<file path="config.mk">
export PLATFORM = sky130hd
export DESIGN_NAME = shift_unit
export DESIGN_NICKNAME = d
export VERILOG_FILES = /design/src/rtl/shift_unit.sv
export SDC_FILE = /design/constraint.sdc
export NUM_CORES = 1
export LEC_CHECK = 0
export CAP_MARGIN = 0
export CORE_UTILIZATION = 50
export DETAILED_ROUTE_END_ITERATION = 10
export DONT_BUFFER_PORTS = 1
export GPL_ROUTABILITY_DRIVEN = 0
export SYNTH_ARGS = -nofsm -noshare
export SYNTH_HDL_FRONTEND = slang
export SYNTH_SLANG_ARGS = --single-unit
export TNS_END_PERCENT = 20
</file>
<file path="constraint.sdc">
create_clock -name clk -period 3.4 [get_ports clk]
set_input_delay 0.68 -clock clk [delete_from_list [all_inputs] [get_ports clk]]
set_output_delay 0.68 -clock clk [all_outputs]
set_load 0.02 [all_outputs]
</file>
<file path="src/rtl/shift_unit.sv">
// shift_unit: two-stage pipelined 2x-width shifter/rotator with valid/ready handshake.
//   Stage 1 extends the operand and applies the coarse shift (multiples of 8).
//   Stage 2 applies the fine shift (0..7) and holds the result.
// Ports:
//   clk, rst_n             clock, async active-low reset
//   in_valid/in_ready      request handshake
//   in_data [DATA_W]       operand
//   in_amount [AMT_W]      unsigned shift amount
//   in_mode [2]            00 expand-left, 01 logical-right, 10 arith-right, 11 rotate-left
//   out_valid/out_ready    result handshake
//   out_data [OUT_W]       result
//   out_sticky             OR of 1-bits lost off the window (only with SHIFT_UNIT_STICKY_EN)
// Build option: define SHIFT_UNIT_STICKY_EN to add the out_sticky port and its logic.
module shift_unit #(
  parameter  int unsigned DATA_W = 32,
  localparam int unsigned OUT_W  = 2 * DATA_W,
  localparam int unsigned AMT_W  = $clog2(OUT_W) + 1
) (
  input  logic               clk,
  input  logic               rst_n,
  input  logic               in_valid,
  output logic               in_ready,
  input  logic [DATA_W-1:0]  in_data,
  input  logic [AMT_W-1:0]   in_amount,
  input  logic [1:0]         in_mode,
  output logic               out_valid,
  input  logic               out_ready,
`ifdef SHIFT_UNIT_STICKY_EN
  output logic               out_sticky,
`endif
  output logic [OUT_W-1:0]   out_data
);

  localparam logic [1:0] MODE_SHL = 2'b00;
  localparam logic [1:0] MODE_SHR = 2'b01;
  localparam logic [1:0] MODE_SAR = 2'b10;
  localparam logic [1:0] MODE_ROL = 2'b11;
  localparam logic [OUT_W-1:0] ONES = '1;

  logic             s1_valid;
  logic [OUT_W-1:0] s1_data;
  logic [1:0]       s1_mode;
  logic [2:0]       s1_fine;

  logic             s2_load;
  logic [OUT_W-1:0] ext_c;
  logic [AMT_W-1:0] coarse_amt_c;
  logic [AMT_W-1:0] rot_amt_c;
  logic [OUT_W-1:0] coarse_c;
  logic [AMT_W-1:0] fine_back_c;
  logic [OUT_W-1:0] fine_c;

  // Stage 2 may load when empty or when its result leaves this cycle.
  assign s2_load  = !out_valid || out_ready;
  assign in_ready = !s1_valid || s2_load;

  // Stage 1: extend and coarse shift; rotate uses the amount modulo OUT_W.
  always_comb begin
    ext_c        = {{DATA_W{in_data[DATA_W-1] & (in_mode == MODE_SAR)}}, in_data};
    coarse_amt_c = {in_amount[AMT_W-1:3], 3'b000};
    rot_amt_c    = {1'b0, in_amount[AMT_W-2:3], 3'b000};
    coarse_c     = '0;
    case (in_mode)
      MODE_SHL: coarse_c = ext_c << coarse_amt_c;
      MODE_SHR: coarse_c = ext_c >> coarse_amt_c;
      MODE_SAR: coarse_c = OUT_W'($signed(ext_c) >>> coarse_amt_c);
      MODE_ROL: coarse_c = (ext_c << rot_amt_c) | (ext_c >> (AMT_W'(OUT_W) - rot_amt_c));
      default:  coarse_c = '0;
    endcase
  end

  // Stage 2: fine shift of 0..7 bits on the stage-1 contents.
  always_comb begin
    fine_back_c = AMT_W'(OUT_W) - AMT_W'(s1_fine);
    fine_c      = '0;
    case (s1_mode)
      MODE_SHL: fine_c = s1_data << s1_fine;
      MODE_SHR: fine_c = s1_data >> s1_fine;
      MODE_SAR: fine_c = OUT_W'($signed(s1_data) >>> s1_fine);
      MODE_ROL: fine_c = (s1_data << s1_fine) | (s1_data >> fine_back_c);
      default:  fine_c = '0;
    endcase
  end

  always_ff @(posedge clk or negedge rst_n) begin
    if (!rst_n) begin
      s1_valid <= 1'b0;
      s1_data  <= '0;
      s1_mode  <= '0;
      s1_fine  <= '0;
    end else if (in_ready) begin
      s1_valid <= in_valid;
      if (in_valid) begin
        s1_data <= coarse_c;
        s1_mode <= in_mode;
        s1_fine <= in_amount[2:0];
      end
    end
  end

  always_ff @(posedge clk or negedge rst_n) begin
    if (!rst_n) begin
      out_valid <= 1'b0;
      out_data  <= '0;
    end else if (s2_load) begin
      out_valid <= s1_valid;
      if (s1_valid) begin
        out_data <= fine_c;
      end
    end
  end

`ifdef SHIFT_UNIT_STICKY_EN
  logic s1_sticky;
  logic coarse_lost_c;
  logic fine_lost_c;

  // Lost bits: top bits for left shifts, bottom bits for right shifts, none for rotate.
  always_comb begin
    coarse_lost_c = 1'b0;
    case (in_mode)
      MODE_SHL: coarse_lost_c = |(ext_c & ~(ONES >> coarse_amt_c));
      MODE_SHR,
      MODE_SAR: coarse_lost_c = |(ext_c & ~(ONES << coarse_amt_c));
      default:  coarse_lost_c = 1'b0;
    endcase
  end

  always_comb begin
    fine_lost_c = 1'b0;
    case (s1_mode)
      MODE_SHL: fine_lost_c = |(s1_data & ~(ONES >> s1_fine));
      MODE_SHR,
      MODE_SAR: fine_lost_c = |(s1_data & ~(ONES << s1_fine));
      default:  fine_lost_c = 1'b0;
    endcase
  end

  always_ff @(posedge clk or negedge rst_n) begin
    if (!rst_n) begin
      s1_sticky <= 1'b0;
    end else if (in_ready && in_valid) begin
      s1_sticky <= coarse_lost_c;
    end
  end

  always_ff @(posedge clk or negedge rst_n) begin
    if (!rst_n) begin
      out_sticky <= 1'b0;
    end else if (s2_load && s1_valid) begin
      out_sticky <= s1_sticky | fine_lost_c;
    end
  end
`endif

endmodule

</file>
## After elaboration in Yosys (flattened, before gate mapping)

Cells that the tools add are included.

| word-level totals | value |
|---|---|
| flip-flop bits (word level) | 135 |
| output and inout port bits | 66 |

| cells by class | value |
|---|---|
| $add $sub $neg | 2 |
| equality and inequality tests | 6 |
| shifts and indexed selects | 9 |
| muxes and demuxes | 2 |
| bitwise logic cells | 3 |
| reduce and logical (&&, ||, !) cells | 8 |

Operators by type and width:

| operator | count |
|---|---|
| $pmux W64 S4 | 2 |
| $shr A64 B7 Y64 | 3 |
| $or A64 B64 Y64 | 2 |
| $shl A64 B3 Y64 | 1 |
| $shl A64 B6 Y64 | 1 |
| $shl A64 B7 Y64 | 1 |
| $shr A64 B3 Y64 | 1 |
| $sshr A33 B7 Y64 | 1 |
| $sshr A64 B3 Y64 | 1 |
| $eq A2 B2 Y1 const B | 4 |
| $sub A7 B3 Y7 const A | 1 |
| $sub A7 B6 Y7 const A | 1 |
| $eq A2 B1 Y1 const B | 2 |
| $logic_not A2 Y1 | 2 |
| $reduce_and A2 Y1 | 2 |
| $logic_not A1 Y1 | 2 |
| $logic_or A1 B1 Y1 | 2 |
| $and A1 B1 Y1 | 1 |

## Depth between registers and ports, before layout

| logic depth | value |
|---|---|
| word-level depth | 5 |
| mapped depth | 14 |
| gate-level depth less buffers | 8 |

## Least setup slack after synthesis

No wires, ideal clock.

| timing | value |
|---|---|
| path type | input -> register |
| from | input port in_amount[3] |
| to | register s1_data[15] |
| arrival | 3037 ps |
| required time | 3268 ps |
| setup slack | 231 ps |
| stages | 11 |
| path through | buf_2 > buf_2 > buf_2 > inv_1 > ha_1 > clkbuf_1 > clkbuf_1 > clkbuf_1 > a311oi_1 > o31ai_1 > a31oi_1 |

| on the way | value |
|---|---|
| cells in the longest elaborated chain, start to end | 4 |
| elaborated cells between the ends (all ways) | 8 |
| those cells by class | add/sub: 1; shift: 5; mux: 1; bitwise: 1 |

Ends and longest elaborated chain:

| what | line | text |
|---|---|---|
| start: declaration | 24 | `input logic [AMT_W-1:0] in_amount,` |
| $sub A7 B6 Y7 | 67 | `MODE_ROL: coarse_c = (ext_c << rot_amt_c) \| (ext_c >> (AMT_W'(OUT_W) - rot_amt_c));` |
| $shr A64 B7 Y64 | 67 |  |
| $or A64 B64 Y64 | 67 |  |
| $pmux W64 S4 (*) | 63 | `case (in_mode)` |
| end signal: assignment | 94 | `s1_data <= coarse_c;` |
| end: declaration | 41 | `logic [OUT_W-1:0] s1_data;` |

Every way passes the cells marked *; elsewhere a longest branch is shown, timed or not.
A chain may end at the register's enable or synchronous reset.

## Worst setup path in the final report

| timing | value |
|---|---|
| from | register s1_mode[0] |
| to | register out_data[12] |

| on the way | value |
|---|---|
| cells in the longest elaborated chain, start to end | 2 |
| elaborated cells between the ends (all ways) | 5 |
| those cells by class | eq/ne: 3; mux: 1; reduce/logical: 1 |

Ends and longest elaborated chain:

| what | line | text |
|---|---|---|
| start: declaration | 42 | `logic [1:0] s1_mode;` |
| start signal: assignment | 95 | `s1_mode <= in_mode;` |
| $eq A2 B2 Y1 (tied with other cells) | 76 | `case (s1_mode)` |
| $pmux W64 S4 (*) | 76 |  |
| end signal: assignment | 108 | `out_data <= fine_c;` |
| end: declaration | 31 | `output logic [OUT_W-1:0] out_data` |

Marks and branches as above.

==> summary.txt <==
Outcome
  – Status: finished with violations
  – Failing checks: hold timing

Synth
  – Synth cell types: 69
  – Sequential share of the synthesized area: 0.237
  – Avg Cell Area, Syn: 8.49 um2
  – Share of synthesized registers carrying an async set or reset: 1.00
  – Syn_nets: 1,729
  – Syn Std Cell Area: 0.0143 mm2
  – Ys Warns: 0
  – Mapped Cells: 1,681
  – Seq cells post-synth: 135
  – Post-synth top flop: dfrtp_1
  – Post-synth EDFFs: 0

STA
  – Setup TNS Final: 0 ps
  – Slew @ Worst Pin: 1230 ps
  – Post-route minimum period: 2930 ps
  – RSZ-0062 raised after global routing: false
  – Slew HR: 0.180
  – Fin. max-slew vios: 0
  – Clk_skew: 15.0 ps
  – Max Freq: 341 MHz
  – Final setup viols: 0
  – Final hold vios: 135
  – Setup ws final: 471 ps
  – Final worst path period share: 0.862
  – Hold WS: -73.7 ps

Place
  – Cell Area, Placed: 0.0143 mm2
  – IO buf count: 0
  – Setup WS pre-CTS: 593 ps
  – Final HPWL DP: 39,000 um
  – Placed cells: 1,912

Drt
  – ANT nets after route: 0
  – Routed vias: 14.3k
  – DRC violations left: 0
  – Total wire length: 55,600 um
  – Drt wl/cell: 28.6 um
  – Initial DRT Pass Iterations: 6
  – First-iteration detailed-routing DRC count: 2,168
  – Vias/cell: 7.34

Layout
  – Filler cells: 2,588
  – Share of post-route cells with drive strength above 1: 0.178
  – Layout area overhead: 4.72%
  – Post-route cell area: 0.0149 mm2
  – Seq. cell area: 0.00339 mm2
  – Fin cells: 1,944
  – Inserted Diodes: 0
  – Multi-input logic area: 0.0100 mm2
  – Final Core Density: 0.535
  – Final nets: 1,601

Global route
  – Global-route wire length before repair: 83,700 um
  – Gr usage total: 0.383
  – Total grt overflow: 0
  – Vias in the first global route: 13.1k
  – Largest net degree at the start of global routing: 150
  – Initial antenna violation count: 0

Clocking
  – Clock sink count: 135
  – CTS tree: built
  – Latest clock arrival within the worst-skew pair: 450 ps
  – Clock buffer count from CTS: 17
  – CTS max path bufs: 2
  – Resized Gates After CTS: 0
  – H-Tree Depth: 4
  – Clock-pin slew on the worst setup and hold paths: 70 ps
  – Clock tree root driver cell: clkbuf_16
  – # Post-CTS Setup Buffers: 0

Floorplanning
  – Core Region: 0.0279 mm2
  – Cell Rows: 61
  – Starting Density: 0.511
  – Die W: 171 um
  – Top Ports: 111
  – Die area: 0.0292 mm2
  – Die H: 171 um

Run
  – Max-Cap Viols: 0

Power
  – Worst VDD drop: 0.363 mV
  – Sw Pwr: 4.21 mW
  – Power Total: 9.14 mW
  – Lkg Pwr: 5.66 nW
  – Sequential Power Share: 0.344
  – Logic pwr share: 0.430
  – Pwr dens: 612 mW/mm2
  – Clock share of power: 0.226
  – Pint: 4.92 mW
  – Sw Share: 0.461

Hold path
  – Worst min-delay path category: primary input to async pin

Worst setup path
  – CP Capture Type: flop
  – Critical Path AT: 3210 ps
  – Crit Path Category: flop to flop
  – WP data required: 3680 ps
  – Critical path fanouts, max: 12
  – Worst setup SP type: flop
-- cell type report --
type / count / area share
clock buffers: 18 / 0.0294
clock inverters: 14 / 0.0124
inverters: 9 / 0.00226
multi-input cells: 1340 / 0.670
flip-flops and latches: 135 / 0.227
well taps: 378 / 0.0317
repair buffers: 50 / 0.0276
-- cells in the mapped netlist (all sizes together) (17+ instances only) --
cell type	count	share of area
a211oi	27	0.015
a21oi	151	0.053
a221oi	29	0.018
a31oi	38	0.017
and2	25	0.011
and3	18	0.0079
buf	70	0.028
clkbuf	127	0.034
dfrtp	135	0.24
mux2	78	0.062
mux2i	109	0.076
mux4	95	0.15
nand2	176	0.046
nand2b	24	0.011
nor2	207	0.054
nor3	18	0.0063
o211ai	24	0.013
o21ai	80	0.028
o221ai	17	0.010
o22ai	37	0.017
-- placed cells by master (no fill, tap or decap), types with 26 or more instances in the layout --
cell,instances
dfrtp_1,133
o22ai_1,36
a21oi_1,150
nor2_1,206
buf_4,47
nand2_1,176
mux2i_1,109
a211oi_1,26
o21ai_0,80
mux4_2,95
a221oi_1,29
a31oi_1,38
mux2_2,78
-- per-layer routing --
| layer | GRT usage | part of all wire | up-vias |
|---|---|---|---|
| li1 | - | - | 6119 |
| met1 | 0.532 | 0.40 | 6939 |
| met2 | 0.569 | 0.43 | 1067 |
| met3 | 0.0932 | 0.13 | 142 |
| met4 | 0.160 | 0.044 | 0 |
| met5 | 0 | 0 | - |
-- worst paths after layout --
path / start / to / cells after the start / slack (ps)
min: rst_n / out_data[39]$_DFFE_PN0P_ / 0 / -70
min in group clk: in_mode[1] / s1_mode[1]$_DFFE_PN0P_ / 2 / 350
min reg2reg: s1_valid$_DFFE_PN0N_ / out_valid$_DFFE_PN0P_ / 1 / 520
max in group asynchronous: rst_n / s1_data[0]$_DFFE_PN0P_ / 0 / 3250
max: s1_mode[0]$_DFFE_PN0P_ / out_data[12]$_DFFE_PN0P_ / 5 / 470
max reg2reg: s1_mode[0]$_DFFE_PN0P_ / out_data[12]$_DFFE_PN0P_ / 5 / 470
-- flip-flops by register name, indices dropped and copies added, names as in the netlist --
name	cells
out_valid	1
s1_fine	3
s1_mode	2
s1_valid	1
s1_data	64
out_data	64
-- worst max-delay path: stages, from the launching register on --
cell and delay, ps:
dfrtp_1 730, xor2_2 640, nor2_1 480, a22o_1 320, a221oi_1 430, a31oi_1 150
-- power by group through the flow --
stage / Sequential, mW / Combinational, mW / Clock (mW)
after floorplan: 2.67 / 3.08 / 0
after global placement: 3.12 / 3.77 / 0
after detailed placement: 3.14 / 3.77 / 0
after CTS: 3.11 / 3.80 / 2.07
after global routing: 3.19 / 4.17 / 2.13
final: 3.15 / 3.93 / 2.06
-- cell families (layout without fill, tap and decap cells) --
group                    after synthesis  count (layout)  synth area share
multiplexers                         282             282             0.288
XOR/XNOR                               6               6           0.00368
AND/OR/NAND/NOR                      519             519             0.160
adder cells (fa/ha/maj)                3               3           0.00263
flip-flops                           135             135             0.237
buffers and inverters                206              91            0.0635
AO/OA/AOI/OAI                        530             530             0.246
Power figures use the tool's default switching activity.
